[src/rtl/gelato_types_pkg.sv]
// Shared widths, types and helpers for the warp register scoreboard.
// Optional feature macro: GELATO_SCOREBOARD_BYPASS_EN (same-cycle writeback bypass).
package gelato_types;

  localparam int WARP_NUM = 4;
  localparam int SLOTS    = 8;
  localparam int REG_W    = 5;
  localparam int SRC_NUM  = 3;
  localparam int WB_PORTS = 2;

  localparam int WW     = (WARP_NUM > 1) ? $clog2(WARP_NUM) : 1;
  localparam int SLOT_W = (SLOTS > 1) ? $clog2(SLOTS) : 1;
  localparam int CNT_W  = $clog2(SLOTS) + 1;

  typedef logic [REG_W-1:0] reg_num_t;
  typedef logic [WW-1:0]    warp_num_t;

  // One tracked destination: register index is meaningful only while valid is set.
  typedef struct packed {
    logic     valid;
    reg_num_t regnum;
  } sb_entry_t;

  // Population count of a slot valid vector; result spans 0..SLOTS without wrap.
  function automatic logic [CNT_W-1:0] count_valid(input logic [SLOTS-1:0] vec);
    logic [CNT_W-1:0] total;
    total = '0;
    for (int i = 0; i < SLOTS; i++) begin
      total = total + CNT_W'(vec[i]);
    end
    return total;
  endfunction

endpackage

[src/rtl/gelato_scoreboard_warp.sv]
// Slot array for a single warp: hazard lookups, lowest-free allocation,
// multi-port release matching and an occupancy count.
// Optional feature macro: GELATO_SCOREBOARD_BYPASS_EN hides slots being
// released this cycle from lookups and from the free-slot search.
module gelato_scoreboard_warp
  import gelato_types::*;
(
  input  logic                           clk,
  input  logic                           rst_n,
  input  logic [(SRC_NUM+1)*REG_W-1:0]   lookup_reg,
  output logic [SRC_NUM:0]               lookup_match,
  input  logic [WB_PORTS-1:0]            rel_valid,
  input  logic [WB_PORTS*REG_W-1:0]      rel_rd,
  input  logic                           alloc_en,
  input  reg_num_t                       alloc_rd,
  output logic                           free_avail,
  output logic                           full,
  output logic [CNT_W-1:0]               occupancy,
  output logic                           rel_err
);

  sb_entry_t            slots_q [SLOTS];
  logic [SLOTS-1:0]     valid_vec;
  logic [SLOTS-1:0]     clear_mask;
  logic [SLOTS-1:0]     view_vec;
  logic [SLOTS-1:0]     avail_vec;
  logic [SLOTS-1:0]     alloc_onehot;
  logic [SLOTS-1:0]     valid_next;
  logic [WB_PORTS-1:0]  rel_hit;
  logic [WB_PORTS-1:0]  rel_dup;

  // Flatten slot valid bits for vector arithmetic.
  always_comb begin
    valid_vec = '0;
    for (int s = 0; s < SLOTS; s++) begin
      valid_vec[s] = slots_q[s].valid;
    end
  end

  // Match each release port against the slots; a miss or a repeated register across ports is an error.
  always_comb begin
    clear_mask = '0;
    rel_hit    = '0;
    rel_dup    = '0;
    for (int p = 0; p < WB_PORTS; p++) begin
      for (int s = 0; s < SLOTS; s++) begin
        if (rel_valid[p] && slots_q[s].valid &&
            (slots_q[s].regnum == rel_rd[p*REG_W +: REG_W])) begin
          clear_mask[s] = 1'b1;
          rel_hit[p]    = 1'b1;
        end
      end
      for (int q = 0; q < p; q++) begin
        if (rel_valid[p] && rel_valid[q] &&
            (rel_rd[p*REG_W +: REG_W] == rel_rd[q*REG_W +: REG_W])) begin
          rel_dup[p] = 1'b1;
        end
      end
    end
    rel_err = |(rel_valid & (~rel_hit | rel_dup));
  end

`ifdef GELATO_SCOREBOARD_BYPASS_EN
  assign view_vec = valid_vec & ~clear_mask;
`else
  assign view_vec = valid_vec;
`endif

  assign avail_vec  = ~view_vec;
  assign free_avail = |avail_vec;
  assign full       = &valid_vec;

  // Compare every source plus the destination against the visible slots; register 0 never matches.
  always_comb begin
    lookup_match = '0;
    for (int k = 0; k <= SRC_NUM; k++) begin
      if (lookup_reg[k*REG_W +: REG_W] != '0) begin
        for (int s = 0; s < SLOTS; s++) begin
          if (view_vec[s] && (slots_q[s].regnum == lookup_reg[k*REG_W +: REG_W])) begin
            lookup_match[k] = 1'b1;
          end
        end
      end
    end
  end

  // Pick the lowest available slot index for a new allocation.
  always_comb begin
    logic found;
    found        = 1'b0;
    alloc_onehot = '0;
    for (int s = 0; s < SLOTS; s++) begin
      if (alloc_en && avail_vec[s] && !found) begin
        alloc_onehot[s] = 1'b1;
        found           = 1'b1;
      end
    end
  end

  assign valid_next = (valid_vec & ~clear_mask) | alloc_onehot;

  // Commit releases and allocation together; occupancy follows the new valid set.
  always_ff @(posedge clk or negedge rst_n) begin
    if (!rst_n) begin
      for (int s = 0; s < SLOTS; s++) begin
        slots_q[s] <= '0;
      end
      occupancy <= '0;
    end else begin
      for (int s = 0; s < SLOTS; s++) begin
        slots_q[s].valid <= valid_next[s];
        if (alloc_onehot[s]) begin
          slots_q[s].regnum <= alloc_rd;
        end
      end
      occupancy <= count_valid(valid_next);
    end
  end

endmodule

[src/rtl/gelato_warp_scoreboard.sv]
// Per-warp register scoreboard between warp scheduler and operand collector.
// Gates issue on RAW/WAW hazards and slot exhaustion, retires entries from
// several writeback ports, reports occupancy and a sticky protocol error.
// Optional feature macro: GELATO_SCOREBOARD_BYPASS_EN (same-cycle writeback bypass).
module gelato_warp_scoreboard
  import gelato_types::*;
(
  input  logic                          clk,
  input  logic                          rst_n,
  input  logic                          rdy,
  input  logic                          issue_valid,
  input  warp_num_t                     issue_warp,
  input  logic [SRC_NUM*REG_W-1:0]      issue_rs,
  input  reg_num_t                      issue_rd,
  output logic                          issue_ready,
  output logic                          hazard,
  input  logic [WB_PORTS-1:0]           wb_valid,
  input  logic [WB_PORTS*WW-1:0]        wb_warp,
  input  logic [WB_PORTS*REG_W-1:0]     wb_rd,
  output logic                          wb_ready,
  output logic [WARP_NUM*CNT_W-1:0]     occupancy,
  output logic [WARP_NUM-1:0]           warp_full,
  output logic                          sb_err
);

  logic [(SRC_NUM+1)*REG_W-1:0]         lookup_reg;
  logic [WARP_NUM-1:0][SRC_NUM:0]       warp_match;
  logic [WARP_NUM-1:0][WB_PORTS-1:0]    rel_valid;
  logic [WARP_NUM-1:0]                  warp_free;
  logic [WARP_NUM-1:0]                  warp_err;
  logic [WARP_NUM-1:0]                  alloc_en;
  logic [SRC_NUM:0]                     sel_match;
  logic                                 sel_free;
  logic                                 fire;

  // Destination sits above the sources so every warp checks RAW and WAW in one lookup.
  assign lookup_reg = {issue_rd, issue_rs};
  assign wb_ready   = rdy;

  // Select the issuing warp's lookup results and derive the issue handshake.
  always_comb begin
    sel_match   = warp_match[issue_warp];
    sel_free    = warp_free[issue_warp];
    hazard      = issue_valid & (|sel_match);
    issue_ready = rdy & ~hazard & ((issue_rd == '0) | sel_free);
    fire        = issue_valid & issue_ready;
  end

  // Route the allocation and the writeback releases to their owning warps; rdy low blocks both.
  always_comb begin
    alloc_en  = '0;
    rel_valid = '0;
    for (int w = 0; w < WARP_NUM; w++) begin
      alloc_en[w] = fire && (issue_rd != '0) && (issue_warp == warp_num_t'(w));
      for (int p = 0; p < WB_PORTS; p++) begin
        rel_valid[w][p] = rdy && wb_valid[p] && (wb_rd[p*REG_W +: REG_W] != '0) &&
                          (wb_warp[p*WW +: WW] == warp_num_t'(w));
      end
    end
  end

  for (genvar gw = 0; gw < WARP_NUM; gw++) begin : g_warp
    gelato_scoreboard_warp u_warp (
      .clk          (clk),
      .rst_n        (rst_n),
      .lookup_reg   (lookup_reg),
      .lookup_match (warp_match[gw]),
      .rel_valid    (rel_valid[gw]),
      .rel_rd       (wb_rd),
      .alloc_en     (alloc_en[gw]),
      .alloc_rd     (issue_rd),
      .free_avail   (warp_free[gw]),
      .full         (warp_full[gw]),
      .occupancy    (occupancy[gw*CNT_W +: CNT_W]),
      .rel_err      (warp_err[gw])
    );
  end

  // Protocol errors from any warp latch until reset.
  always_ff @(posedge clk or negedge rst_n) begin
    if (!rst_n) begin
      sb_err <= 1'b0;
    end else begin
      sb_err <= sb_err | (|warp_err);
    end
  end

endmodule

[config.mk]
export PLATFORM = sky130hd
export DESIGN_NAME = gelato_warp_scoreboard
export DESIGN_NICKNAME = d
export VERILOG_FILES = /design/src/rtl/gelato_types_pkg.sv /design/src/rtl/gelato_scoreboard_warp.sv /design/src/rtl/gelato_warp_scoreboard.sv
export SDC_FILE = /design/constraint.sdc
export NUM_CORES = 1
export LEC_CHECK = 0
export CAP_MARGIN = 40
export CORE_ASPECT_RATIO = 2
export CORE_MARGIN = 1
export CORE_UTILIZATION = 55
export CTS_CLUSTER_DIAMETER = 120
export DETAILED_ROUTE_END_ITERATION = 6
export GPL_TIMING_DRIVEN = 0
export HOLD_SLACK_MARGIN = 0.06
export PLACE_DENSITY_LB_ADDON = 0.25
export SLEW_MARGIN = 20
export SYNTH_ARGS = -nofsm -noshare
export SYNTH_HDL_FRONTEND = slang
export SYNTH_SLANG_ARGS = --single-unit
[constraint.sdc]
create_clock -name clk -period 10.85 [get_ports clk]
set_input_delay 3.255 -clock clk [delete_from_list [all_inputs] [get_ports clk]]
set_output_delay 3.255 -clock clk [all_outputs]
set_load 0.01 [all_outputs]
==> impl_results.md, run 1 <==
* Fraction of layout cells with a size suffix above 1 at 0.214
* Tcrit/Tclk final at 1.01
* Rel. slew slack at 0.374
* HPWL after DPL at 77.3 mm
* Seq/Total Area, Yosys at 0.233
* CTS tree: yes
* CP delay by family, top: buffers and inverters
* Sink Count at 209
* Syn Area/Cell at 9.22 sq um
* Fmax at 90.9 MHz
* Core ar. at 40200 sq um
* First-pass GRT wire length at 154 mm
* Fin. Hold Viols at 0
* Routed WL at 111 mm
* WS Path Type: primary input to output port
* Violated checks: design-rule violations, negative setup slack
* Min Hold Slack at 0.654 ns
* HP Class: flip-flop to flip-flop
* Synth top area cells: xor2_1 (28%), dfrtp_1 (23%), xnor2_1 (9.4%), mux2_2 (7.9%), nor4_1 (5.3%)
* Mux share of post-synthesis cell area at 0.0801
* Detailed-route vias per instance at 6.70
* Final setup margin at -0.146 ns
* Routed Antenna Nets at 0
* I/O pins at 66
* Largest family of logic cells by synthesized area: XOR/XNOR gates
* Worst Clk Skew at 0.0240 ns
* # DRC at 1
* Top cell type by total area after synthesis: xor2_1
* Number of flops mapped to enable cells by yosys at 0
* Most Crowded Layer GR: met2
* Routing usage on met2 at 0.794
* Slowest stage cell on the critical path: clkdlybuf4s50_1
* Worst Setup End Kind: output port
* Clock Path Buffers at 3
* Vias in the first global route at 20500
* Dpl cell area at 23900 sq um
* CP max stage delay at 0.96 ns
* Die extent in y at 288 um
* Cells after synthesis at 2439
* # H-tree levels at 1
* Syn nets at 2509
* Critical Path Start Type: primary input
* Antenna violations before repair at 3
* Routability cong. at 1.10
* Yosys Warn Count at 0
* Synth top area share at 0.283
* CP Data Required Time at 7.60 ns
* CP bufs+invs at 4
* Final Cell Area at 24700 sq um
* Cell mode on critical path: clkdlybuf4s50_1
* DR WL/cell at 36.0 um
* Initial Util at 0.559
* Synth Area in Compound Gates at 0.0246
* Clk root buf: clkbuf_16
* Pin count of the biggest net entering global routing at 95
* Xor/xnor share of the synthesized area at 0.378
* Clock-pin transition on the worst setup and hold timing paths at 0.06 ns
* Max rail drop VDD at 168 uV
* Post-layout min period at 11.00 ns
* Async SR Flop Fraction at 1.00
* Max Cap Viol at 0
* Final net count at 2597
* Die ar. at 41700 sq um
* Count of final max-slew check failures at 0
* CTS Buf Count at 22
* Synth unique cells at 63
* Final setup vio count at 2
* Worst-Margin Slew at 0.938 ns
* Met1 Use GR at 0.562
* Unrepaired setup endpoints after global routing: no
* Critical path peak fanout at 10
* Starting DRT DRC Count at 2361
* Grt met3 use at 0.182
* Die Width at 145 um
* Vias at 20600
* Mapped cell area at 22500 sq um
* Total Routing Usage GR at 0.531
* Inserted Diodes at 0
* Cell breakdown of the critical path: clkdlybuf4s50_1 -> clkbuf_1 -> nand2_1 -> o2111a_1 -> o211ai_4 -> buf_6 -> o21ai_0 -> o211a_1 -> clkdlybuf4s50_1
* Post-synthesis simple-gate area fraction at 0.179
* Seq cells post-synth at 209
* Number of port buffers at 34
* Layout overhead on the synthesized area at 9.66%
* Adder-cell share of the synthesized area at 0.0209
* Global route total overflow at 0
* Clk_lat worst skew at 0.58 ns
* Top FF cell, synth: dfrtp_1
* Critical Path AT at 7.74 ns
* Initial DRT Pass Iterations at 7
* Leakage at 12.0 nW
* Rows at 104
* Pwr dens at 120 nW/um^2
* Status: finished, violations left
==> cells by family (layout without fill, tap and decap cells) <==
kind of cell / count (synthesis) / in the layout
buf+inv: 358 / 461
flops: 209 / 209
xor+xnor: 969 / 969
simple gates: 641 / 641
fa+ha+maj: 28 / 28
mux: 160 / 160
compound gates: 74 / 74
==> worst paths after layout <==
path / startpoint / to / slack (ns) / depth (start not counted)
worst min-delay path: sb_err / sb_err / 0.65 / 2
worst min register to register: sb_err / sb_err / 0.65 / 2
worst max-delay path: issue_warp[0] / issue_ready / -0.15 / 9
min in group asynchronous: rst_n / g_warp[3].u_warp.slots_q[42] / 2.52 / 1
max in group asynchronous: rst_n / g_warp[1].u_warp.slots_q[15] / 7.52 / 2
worst max register to register: g_warp[1].u_warp.slots_q[35] / g_warp[0].u_warp.occupancy[2] / 4.32 / 19
==> Yosys cell counts (all sizes together), types with 23 or more instances <==
library cell  count
nand3           174
xnor2           242
nor4            197
buf             246
nand2            23
mux2            160
xor2            727
nor2             48
clkbuf           94
dfrtp           209
nor3             48
nand4            52
==> sequential cells by signal, indices dropped and copies added, names as in the netlist <==
register / flops
g_warp.u_warp.slots_q: 192
sb_err: 1
g_warp.u_warp.occupancy: 16
==> timing repair <==
action	4_1_cts	5_1_grt
resized for setup	1	6
hold buffers	0	0
endpoints found under the setup margin	1	2
hold endpoints to repair	0	0
setup buffers	0	0
==> layout by cell type (no fill, tap or decap), types with 24 or more instances in the layout <==
master / count
buf_2: 172
buf_4: 39
buf_6: 43
clkbuf_1: 74
clkbuf_2: 25
clkdlybuf4s50_1: 33
dfrtp_1: 209
mux2_2: 157
nand3_1: 174
nand4_1: 52
nor2_1: 48
nor3_4: 24
nor4_1: 190
xnor2_1: 242
xor2_1: 727
==> per-layer routing <==
layer / wire length [um] / up-vias
met4: 14000 / 2
li1: - / 8353
met3: 12700 / 713
met2: 47400 / 1600
met5: 16 / -
met1: 36400 / 9929
==> per-stage QoR <==
stage,utilization,power (mW),cells,setup TNS (ns),worst slack (ns)
2_1_floorplan,-,1.70,2439,0,2.07
3_3_place_gp,0.584,2.06,3003,-500.15,-2.43
5_1_grt,0.613,3.05,3072,0,0.0284
6_report,0.613,2.96,3072,-0.158,-0.146
4_1_cts,0.612,2.91,3069,0,0.0349
3_5_place_dp,0.594,2.11,3030,-0.0308,-0.0308
==> worst min-delay path: cells and delay by family, from the launching register on <==
| kind | cells | cell delay [ns] |
|---|---|---|
| DFF | 1 | 0.43 |
| AOI/OAI and AO/OA | 2 | 0.19 |
==> power by group <==
group          internal (mW)  switching [mW]
clock                  0.444           0.369
sequential             0.858          0.0293
combinational          0.452           0.811
total                   1.75            1.21
==> cell type report <==
class,instances,area (sq um)
clock buffers,28,604
plain buffers,339,1880
clock inverters,11,125
multi-input cells,1872,15400
fillers,3480,15600
well taps,530,663
repair buffers,65,722
flip-flops and latches,209,5230
inverters,18,67.6
No activity file was read; power rests on OpenSTA's default activity.
==> run 2, diff against run 1 <==
- CORE_MARGIN: 1 -> 8
- CORE_UTILIZATION: 55 -> 45
==> run 2 against run 1 <==
The flow finishes with violations (negative setup slack). Largest power group unchanged. Cell area increased by 1.3%. Critical endpoint unchanged. Register-to-register slack worse by 0.11 ns. Hold slack improved by 0.0063 ns. Die area grew 38%.
==> impl_results.md, run 2 (same netlist as run 1, synthesis figures left out) <==
* Vias in the first global route at 19800
* Clock Path Buffers at 3
* Sink Count at 209
* Unrepaired setup endpoints after global routing: no
* Die ar. at 57800 sq um
* I/O pins at 66
* Count of final max-slew check failures at 0
* Layout overhead on the synthesized area at 11.1%
* Tcrit/Tclk final at 1.01
* Slowest stage cell on the critical path: nor4_1
* Dpl cell area at 24100 sq um
* Core ar. at 49600 sq um
* Starting DRT DRC Count at 2347
* Vias at 19900
* Worst-Margin Slew at 0.907 ns
* Rows at 116
* Pin count of the biggest net entering global routing at 92
* Max Cap Viol at 0
* Routability cong. at 1.06
* Min Hold Slack at 0.660 ns
* Top flop regs: g_warp.u_warp.slots_q x192, g_warp.u_warp.occupancy x16, sb_err x1
* Post-layout min period at 10.99 ns
* Final Cell Area at 25000 sq um
* Place WS at 0.158 ns
* HP Class: flip-flop to flip-flop
* Placed instance count at 3160
* Critical Path AT at 7.74 ns
* Routed WL at 106 mm
* Cell breakdown of the critical path: buf_4 -> buf_6 -> xor2_1 -> nor4_1 -> nand3_1 -> nand4_1 -> nor4_1 -> nor3_1 -> or4_1 -> buf_6 -> buf_6 -> o21ai_0 -> o211a_1 -> clkdlybuf4s50_1
* Number of port buffers at 34
* Fin. Hold Viols at 0
* P_sw at 1.21 mW
* CTS hold repair buffers at 0
* Internal power at 1.82 mW
* Global route total overflow at 0
* Logic pwr share at 0.412
* Worst Clk Skew at 0.0320 ns
* HPWL after DPL at 76.7 mm
* Rel. slew slack at 0.395
* Tot Pwr at 3.03 mW
* Critical Path Start Type: primary input
* Sequential Power Share at 0.291
* Clock power share at 0.296
* Die Width at 174 um
* Max reg flops at 192
* Die extent in y at 332 um
* Routed Antenna Nets at 0
* Most common cell after layout, fill and taps aside: xor2_1
* Largest register by flop count: g_warp.u_warp.slots_q
* Clk root buf: clkbuf_16
* Fraction of layout cells with a size suffix above 1 at 0.217
* Antenna violations before repair at 1
* Fmax at 91.0 MHz
* Initial DRT Pass Iterations at 5
* Clock-pin transition on the worst setup and hold timing paths at 0.08 ns
* Critical path peak fanout at 10
* Status: finished, violations left
* WS Path Type: primary input to output port
* # H-tree levels at 1
* Switching share of power at 0.400
* First-pass GRT wire length at 150 mm
* CTS Buf Count at 23
* CP Data Required Time at 7.60 ns
* Cell mode on critical path: buf_6
* DR WL/cell at 33.2 um
* Total Routing Usage GR at 0.361
* Max rail drop VDD at 135 uV
* Final net count at 2606
* Final setup margin at -0.142 ns
* Leakage at 12.1 nW
* CP max stage delay at 0.79 ns
* Detailed-route vias per instance at 6.21
* Final setup vio count at 1
* Pwr dens at 121 nW/um^2
* Worst Setup End Kind: output port
* # DRC at 0
* CTS tree: yes
* Fin cells at 3204
* Most frequent cells in the layout: xor2_1 (727), xnor2_1 (242), dfrtp_1 (209), nor4_1 (190), buf_2 (175)
* Initial Util at 0.453
* Violated checks: negative setup slack
* Clk_lat worst skew at 0.62 ns
[run 2: cell type report]
cell class / instances / area (sq um)
plain buffers: 339 / 1870
well taps: 649 / 812
clock buffers: 28 / 624
multi-input cells: 1872 / 15400
inverters: 18 / 67.6
fillers: 4815 / 24700
clock inverters: 14 / 196
repair buffers: 73 / 820
diodes: 2 / 5.00
flip-flops and latches: 209 / 5230
[run 2: path summary, 6_finish.rpt]
check	from	end	slack, ns	cells after the start
worst max-delay path	issue_rs[13]	issue_ready	-0.14	14
max in group asynchronous	rst_n	g_warp[0].u_warp.slots_q[12]	7.53	2
min in group asynchronous	rst_n	g_warp[3].u_warp.slots_q[10]	2.50	1
worst min register to register	sb_err	sb_err	0.66	2
worst min-delay path	sb_err	sb_err	0.66	2
worst max register to register	g_warp[1].u_warp.slots_q[35]	g_warp[3].u_warp.occupancy[2]	4.21	20
[run 2: worst max-delay path: cells and delay by family]
family / cells / cell delay [ns]
simple gates: 6 / 1.88
compound gates: 2 / 0.88
xor+xnor: 1 / 0.21
buf+inv: 5 / 1.49
[run 2: routing by layer]
metal,track usage,part of all wire
met2,0.552,0.44
met4,0.309,0.10
met1,0.420,0.36
met5,0,0
met3,0.0856,0.095
[run 2: stage by stage]
step	setup TNS, ns	util
2_1_floorplan	0	-
3_3_place_gp	-559.79	0.476
3_5_place_dp	0	0.486
4_1_cts	0	0.503
5_1_grt	0	0.503
6_report	-0.142	0.503
[run 2: what timing repair did]
| action | 4_1_cts | 5_1_grt |
|---|---|---|
| buffers inserted | 0 | 0 |
| endpoints found under the setup margin | 0 | 1 |
| resized for setup | 0 | 1 |
[run 2: power by group through the flow]
stage / Combinational [mW] / Clock, mW / Sequential, mW
after detailed placement: 1.21 / 0 / 0.899
final: 1.25 / 0.898 / 0.884
after global routing: 1.32 / 0.935 / 0.891
after global placement: 1.17 / 0 / 0.900
after floorplan: 0.796 / 0 / 0.902
after CTS: 1.22 / 0.908 / 0.884
==> run 3, diff against run 2 <==
--- a/config.mk
+++ b/config.mk
@@ -13,5 +13,5 @@
 export DETAILED_ROUTE_END_ITERATION = 6
 export GPL_TIMING_DRIVEN = 0
-export HOLD_SLACK_MARGIN = 0.06
+export HOLD_SLACK_MARGIN = 0.03
 export PLACE_DENSITY_LB_ADDON = 0.25
 export SLEW_MARGIN = 20
==> constraint.sdc (replaced) <==
create_clock -name clk -period 10.85 [get_ports clk]
set_input_delay 3.255 -clock clk [delete_from_list [all_inputs] [get_ports clk]]
set_output_delay 3.255 -clock clk [all_outputs]
set_load 0.1 [all_outputs]
==> run 3 against run 2 <==
The flow still finishes with violations (negative setup slack). First-iteration DRC count decreased by 3.5%. Hold slack gained 0.0019 ns. Total power up 5.1%. Clock skew decreased by 0.0059 ns. Sequential share of layout area decreased by 0.32 points. Via count rose by 0.88%. Sequential power is essentially flat. Cell area grew 1.5%. Critical endpoint unchanged.
==> impl_results.md, run 3 (same netlist as run 1, synthesis figures left out) <==
* Critical Path AT at 7.65 ns
* Largest register by flop count: g_warp.u_warp.slots_q
* Vias at 20100
* Max reg flops at 192
* HPWL after DPL at 77.0 mm
* Clk root buf: clkbuf_16
* Leakage at 12.2 nW
* Clk_lat worst skew at 0.61 ns
* Worst Clk Skew at 0.0261 ns
* Violated checks: negative setup slack
* Die Width at 174 um
* HP Class: flip-flop to flip-flop
* Critical path peak fanout at 10
* CP Data Required Time at 7.60 ns
* # DRC at 0
* Final net count at 2629
* Max Cap Viol at 0
* Sink Count at 209
* Finished Core Util at 0.511
* Unrepaired setup endpoints after global routing: no
* Worst Setup End Kind: output port
* Top flop regs: g_warp.u_warp.slots_q x192, g_warp.u_warp.occupancy x16, sb_err x1
* CTS hold repair buffers at 0
* Switching share of power at 0.427
* Clock-pin transition on the worst setup and hold timing paths at 0.08 ns
* Fmax at 91.7 MHz
* Sequential Power Share at 0.278
* Status: finished, violations left
* Logic pwr share at 0.466
* Die ar. at 57800 sq um
* Post CTS Setup Buffer Count at 0
* Placed instance count at 3184
* Tcrit/Tclk final at 1.01
* CTS tree: yes
* Most frequent cells in the layout: xor2_1 (727), xnor2_1 (242), dfrtp_1 (209), nor4_1 (189)
* Count of final max-slew check failures at 0
* Rel. slew slack at 0.364
* Number of port buffers at 34
* Fin cells at 3227
* First-pass GRT wire length at 150 mm
* Initial DRT Pass Iterations at 6
* Most common cell after layout, fill and taps aside: xor2_1
* Routability cong. at 1.06
* Initial Util at 0.453
* Internal power at 1.83 mW
* Fin. Hold Viols at 0
* Routed WL at 107 mm
* Antenna violations before repair at 6
* # H-tree levels at 1
* Layout overhead on the synthesized area at 12.8%
* Place WS at -0.0258 ns
* Clock power share at 0.257
* Worst-Margin Slew at 0.954 ns
* CP max stage delay at 0.58 ns
* Min Hold Slack at 0.662 ns
* CTS Buf Count at 22
* Pwr dens at 126 nW/um^2
* Core ar. at 49600 sq um
* Rows at 116
* Slowest stage cell on the critical path: nor4_2
* Final setup margin at -0.0578 ns
* Vias in the first global route at 19900
* Routed Antenna Nets at 0
* P_sw at 1.36 mW
* Cell mode on critical path: buf_6
* CP bufs+invs at 6
* Total Routing Usage GR at 0.360
* Number of fill cells in the layout at 4702
* Cell breakdown of the critical path: buf_4 -> buf_6 -> xor2_1 -> nor4_1 -> nand3_1 -> nand4_1 -> nor4_2 -> nor3_1 -> or4_1 -> buf_6 -> buf_6 -> o21ai_1 -> o211a_1 -> clkdlybuf4s50_1 -> buf_8
* DR WL/cell at 33.0 um
* Fraction of layout cells with a size suffix above 1 at 0.224
* Pin count of the biggest net entering global routing at 92
* Max rail drop VDD at 158 uV
* CP delay by family, top: simple AND/OR/NAND/NOR gates
* Clock Path Buffers at 3
* Area of the multi-input gates at 15400 sq um
* Critical Path Start Type: primary input
* WS Path Type: primary input to output port
* Starting DRT DRC Count at 2266
* Seq. cell area at 5230 sq um
* Detailed-route vias per instance at 6.22
* Die extent in y at 332 um
* Post-layout min period at 10.91 ns
* I/O pins at 66
* Final setup vio count at 1
* Global route total overflow at 0
==> run 3: path summary, 6_finish.rpt <==
check	to	startpoint	slack [ns]	depth (start not counted)
hold reg to reg	sb_err	sb_err	0.66	2
max in group asynchronous	g_warp[0].u_warp.slots_q[24]	rst_n	7.53	2
hold / removal	sb_err	sb_err	0.66	2
setup / recovery	issue_ready	issue_rs[13]	-0.06	15
setup reg to reg	g_warp[3].u_warp.occupancy[2]	g_warp[1].u_warp.slots_q[35]	4.11	20
min in group asynchronous	g_warp[3].u_warp.slots_q[33]	rst_n	2.51	1
==> run 3: power groups by stage <==
| stage | clock network (mW) | registers, mW | logic (mW) |
|---|---|---|---|
| after floorplan | 0 | 1.03 | 0.804 |
| after global placement | 0 | 0.900 | 1.31 |
| after detailed placement | 0 | 0.899 | 1.44 |
| after CTS | 0.826 | 0.885 | 1.45 |
| after global routing | 0.858 | 0.891 | 1.55 |
| final | 0.818 | 0.885 | 1.49 |
==> run 3: timing repair <==
item | CTS | global route
setup endpoints to repair | 1 | 2
gates cloned | 0 | 0
gates resized for setup | 1 | 3
==> run 3: final cells by class <==
type	count	area share
antenna	3	0.000296
tap	649	0.0320
multi-input combinational	1872	0.605
buffer	339	0.0740
clock inverter	11	0.00424
inverter	18	0.00266
clock buffer	29	0.0252
sequential	209	0.206
timing repair buffer	97	0.0500
==> run 3: worst register-to-register path, delay by kind of cell (launching register included) <==
family	cells	cell delay (ns)
buf+inv	5	1.02
fa+ha+maj	5	2.01
simple gates	6	2.20
flops	1	0.36
xor+xnor	1	0.15
compound gates	3	0.90
==> run 3: metrics by stage <==
step	instance area, sq um	TNS (ns)	power [mW]
final	25400	-0.0578	3.19
after global routing	25400	0	3.30
after CTS	25300	0	3.16
after detailed placement	24600	-0.0258	2.34
after global placement	23600	-560.94	2.21
after floorplan	22500	0	1.84
==> run 3: per-layer routing <==
layer / up-vias / GRT usage / part of all wire
met5: - / 0 / 0
met4: 0 / 0.303 / 0.10
met3: 510 / 0.0895 / 0.098
met2: 1352 / 0.549 / 0.44
met1: 9780 / 0.420 / 0.36
li1: 8433 / - / -
==> patch 1, RTL diff (flow settings as in run 3) <==
Set the package constant `SLOTS` to 4 (it was 8).
--- a/src/rtl/gelato_types_pkg.sv
+++ b/src/rtl/gelato_types_pkg.sv
@@ -4,5 +4,5 @@
 
   localparam int WARP_NUM = 4;
-  localparam int SLOTS    = 8;
+  localparam int SLOTS    = 4;
   localparam int REG_W    = 5;
   localparam int SRC_NUM  = 3;
Ports: changed (resized occupancy); port bits go from 66 to 62. The function was not compared with the original's and may differ.
==> patch 1 against run 3 <==
  * Routed wire length fell by 55%
  * Synthesized area fell by 49%
  * Worst setup slack improved by 0.48 ns
  * Total power fell by 47%
  * Design area fell by 49%
  * First-iteration DRC count fell by 57%
  * Via count fell by 51%
  * Sequential cell count fell by 100
  * Global-route usage fell by 4.7 points
  * Critical endpoint unchanged
  * Highest routed layer unchanged
==> patch 1: results (changes against run 3) <==
Gp weighted congestion = 1.04 (was 1.06)
GR Layer Usage met3 = 6.86% (was 8.95%)
Layout Nets = 1,351 (was 2,629)
Ant. Diodes = 0 (was 3)
Slowest-stage cell, CP = clkdlybuf4s50_1 (was nor4_2)
CTS Buffer Depth = 2 (was 3)
GR Util met2 = 51.8% (was 54.9%)
Mapped Nets = 1,272 (was 2,509)
Worst skew pair latency = 0.40 ns (was 0.61 ns)
Via density = 6.05 (was 6.22)
Number of port buffers = 31 (was 34)
Placed Cells = 1,622 (was 3,184)
GR Util All Layers = 31.4% (was 36.0%)
Largest net degree at the start of global routing = 61 (was 92)
Register area share after synthesis = 23.8% (was 23.3%)
Delay-heaviest family, CP = buffers and inverters (was simple AND/OR/NAND/NOR gates)
Vias = 9,918 (was 20,100)
RR Startpoint = g_warp[0].u_warp.slots_q[17] (was g_warp[1].u_warp.slots_q[35])
Slew margin rel. = 42.3% (was 36.4%)
CP peak stage delay = 0.68 ns (was 0.58 ns)
Status = complete, no violations (was finished with violations)
Iteration count of the initial detailed-routing pass = 5 (was 6)
Detailed Route WL = 48.3 mm (was 107 mm)
H-tree depth = 3 (was 1)
Commonest cells post-synth = xor2_1 (369), xnor2_1 (116), dfrtp_1 (109) (was xor2_1 (727), xnor2_1 (242), dfrtp_1 (209))
Gates resized, CTS repair = 0 (was 1)
Worst VDD drop = 0.000131 V (was 0.000158 V)
Cell area after placement = 12,700 um^2 (was 24,600 um^2)
patch 1: cell count changes after synthesis, sizes merged, moves of 79 or more:
cell / run 3 / this run
xor2: 727 / 369
xnor2: 242 / 116
buf: 246 / 133
dfrtp: 209 / 109
nand3: 174 / 76
nor4: 197 / 108
mux2: 160 / 81
patch 1: cells by family after synthesis:
group | Yosys count | synth area share (%)
and+or+nand+nor | 289 | 16.9
xor gates and xnor gates | 485 | 37.1
AOI/OAI and AO/OA | 57 | 3.85
muxes | 83 | 8.13
DFF | 109 | 23.8
adders and majority gates | 12 | 1.57
buffers and inverters | 183 | 8.73
patch 1: worst max-delay path by stage:
stage / start / end / slack [ns] / cells past startpoint
global placement: issue_rs[14] / hazard / 0.35 / 12
global route: issue_rs[14] / hazard / 0.46 / 13
floorplan: issue_rs[7] / hazard / 1.26 / 11
detailed placement: issue_rs[14] / hazard / 0.75 / 13
finish: issue_warp[1] / issue_ready / 0.42 / 11
CTS: issue_rs[14] / hazard / 0.74 / 13
patch 1: metal layers:
layer / vias to the layer above / share of wire (%)
met5: - / 0
met4: 0 / 9.2
met3: 237 / 6.6
met2: 531 / 49
met1: 4855 / 36
li1: 4295 / -
patch 1: cell type report:
cell class	count	area, um^2
clock inverter	6	52.6
multi-input combinational	926	7730
tap	336	420
sequential	109	2730
timing repair buffer	68	847
inverter	9	33.8
clock buffer	10	239
fill	2373	12000
buffer	174	967
patch 1: metrics by stage:
step           hold slack [ns]  power [mW]
2_1_floorplan            0.647        1.08
3_3_place_gp             0.496        1.27
3_5_place_dp             0.483        1.35
4_1_cts                  0.522        1.71
5_1_grt                  0.562        1.78
6_report                 0.529        1.71
patch 1: report_power, final:
group          internal, mW  total, mW  switching (mW)
clock network         0.166      0.346           0.180
registers             0.464      0.482          0.0174
logic                 0.322      0.878           0.556
==> patch 2, RTL diff (config.mk and constraints of run 3) <==
Without the edit above. Put one more register stage on the output `sb_err`, without a reset. The value now appears one clock later. The other outputs are not delayed to match.
--- a/src/rtl/gelato_warp_scoreboard.sv
+++ b/src/rtl/gelato_warp_scoreboard.sv
@@ -23,4 +23,6 @@
   output logic                          sb_err
 );
+
+  logic sb_err_s0;
 
   logic [(SRC_NUM+1)*REG_W-1:0]         lookup_reg;
@@ -80,8 +82,12 @@
   always_ff @(posedge clk or negedge rst_n) begin
     if (!rst_n) begin
-      sb_err <= 1'b0;
+      sb_err_s0 <= 1'b0;
     end else begin
-      sb_err <= sb_err | (|warp_err);
+      sb_err_s0 <= sb_err_s0 | (|warp_err);
     end
+  end
+
+  always_ff @(posedge clk) begin
+    sb_err <= sb_err_s0;
   end
 
Check against the original RTL: not equivalent (Yosys sat finds a counterexample within 4 cycles, from zero or initial values and one cycle with rst_n low).
==> patch 2 against run 3 <==
  * The flow still finishes with violations (setup timing)
  * Total power up 1.4%
  * Design area down 0.38%
  * Global-route usage up 3.8 points
  * Synthesized area about the same
  * Worst setup slack better by 0.031 ns
  * Sequential share of layout area up 0.16 points
  * Sequential power up 0.7%
  * Via count up 1.7%
  * Largest cell class unchanged
  * Non-clock buffer count down 11
  * Register-to-register slack better by 0.21 ns
  * Sequential cell count up 1
  * Routed wire length up 10%
==> patch 2: results (changes against run 3) <==
Multiplexer share of the synthesized area = 8.01% (about the same)
Register area share after synthesis = 23.3% (about the same)
R2r endpoint = g_warp[0].u_warp.occupancy[2] (was g_warp[3].u_warp.occupancy[2])
Register-to-Register Path Depth = 19 (was 20)
R2R Setup Slk = 4.32 ns (was 4.11 ns)
Clk_skew = 0.0281 ns (was 0.0261 ns)
Detailed Route WL = 117 mm (was 107 mm)
Status = finished with violations (unchanged)
Pre-CTS setup slack = -0.294 ns (was -0.0258 ns)
XOR/XNOR Fraction of Synth Area = 37.7% (was 37.8%)
Met3 wire length = 9.71 mm (was 10.4 mm)
# setup viols final = 1 (unchanged)
Worst VDD drop = 0.000150 V (was 0.000158 V)
Global-route wire length before repair = 162 mm (was 150 mm)
Post-synthesis compound-gate area fraction = 2.46% (about the same)
Main area contributors after synthesis = xor2_1 (28%), dfrtp_1 (23%), xnor2_1 (9.4%) (unchanged)
Yosys cell types = 64 (was 63)
DP Wirelength = 84.4 mm (was 77.0 mm)
Endpoint, Worst Hold = sb_err (unchanged)
Gp weighted congestion = 1.05 (was 1.06)
Slowest-stage cell, CP = nor4_1 (was nor4_2)
Mapped Nets = 2,510 (was 2,509)
Crit path DAT = 7.62 ns (was 7.65 ns)
LEAKAGE = 12.2 nW (about the same)
PnR worst setup slack = -0.0267 ns (was -0.0578 ns)
Met2 WL = 53.5 mm (was 46.8 mm)
Placed Cells = 3,175 (was 3,184)
Worst Max-Slew Pin Slew = 0.951 ns (was 0.954 ns)
Cell area after placement = 24,500 um^2 (was 24,600 um^2)
Syn Area/Cell = 9.22 um^2 (about the same)
Violated checks = setup timing (unchanged)
==> patch 2: cell count changes in the layout (fill, tap and decap cells not counted), moves of 2 or more <==
| cell | before | now |
|---|---|---|
| buf_1 | 9 | 6 |
| buf_16 | 10 | 4 |
| buf_2 | 174 | 171 |
| buf_4 | 37 | 42 |
| buf_6 | 52 | 37 |
| buf_8 | 24 | 37 |
| clkbuf_1 | 71 | 67 |
| clkbuf_2 | 25 | 30 |
| clkinvlp_4 | 5 | 2 |
| nor4_2 | 2 | 0 |
==> patch 2: power by group <==
part | switching [mW] | leakage (nW) | internal (mW)
Combinational | 0.970 | 9.01 | 0.511
Clock | 0.408 | 0.368 | 0.453
Sequential | 0.0293 | 2.84 | 0.862
==> patch 2: timing repair <==
action | in CTS | in global routing
gates resized for setup | 6 | 13
setup endpoints to repair | 2 | 2
pin swaps | 0 | 0
setup buffers | 0 | 0
==> patch 2: worst max path at each step <==
stage / depth (start not counted) / endpoint
floorplan: 10 / issue_ready
global placement: 1 / g_warp[1].u_warp.slots_q[38]
detailed placement: 14 / issue_ready
CTS: 14 / issue_ready
global route: 14 / issue_ready
finish: 15 / issue_ready
==> patch 2: layout make-up <==
type                    count  area (um^2)
fillers                  4660        24500
multi-input cells        1872        15400
repair buffers             86         1110
inverters                  18         67.6
clock inverters            10          103
flip-flops and latches    210         5250
plain buffers             339         1900
clock buffers              32          659
well taps                 649          812
diodes                      3         7.51
==> patch 2: kinds of logic after synthesis <==
kind of cell,Yosys count
buffers and inverters,358
muxes,160
adders and majority gates,28
xor gates and xnor gates,969
DFF,210
and+or+nand+nor,641
AOI/OAI and AO/OA,74
==> patch 2: worst reg2reg max path: stages, from the launching register on <==
cell      delay [ns]
dfrtp_1         0.36
clkbuf_1        0.21
and3_1          0.27
nand4_1         0.18
nor2_1          0.17
o21ai_0         0.30
a21o_1          0.19
nand4_1         0.42
clkbuf_1        0.55
or4_1           0.60
nor3_4          0.44
o21bai_1        0.30
ha_1            0.31
fa_1            0.49
inv_1           0.05
fa_1            0.48
inv_1           0.05
fa_1            0.41
fa_1            0.45
xor2_1          0.17
==> patch 2: per-layer routing <==
metal	up-vias	global-route usage, %
li1	8421	-
met1	10000	43.5
met2	1394	62.9
met3	557	8.75
met4	2	37.9
met5	-	0.694
==> patch 2: metrics by stage <==
stage | setup TNS (ns) | util, % | total power [mW]
6_report | -0.0267 | 50.8 | 3.23
5_1_grt | 0 | 50.7 | 3.33
4_1_cts | 0 | 50.7 | 3.20
3_5_place_dp | -0.385 | 49.1 | 2.35
3_3_place_gp | -560.53 | 47.5 | 2.24
2_1_floorplan | 0 | - | 1.84
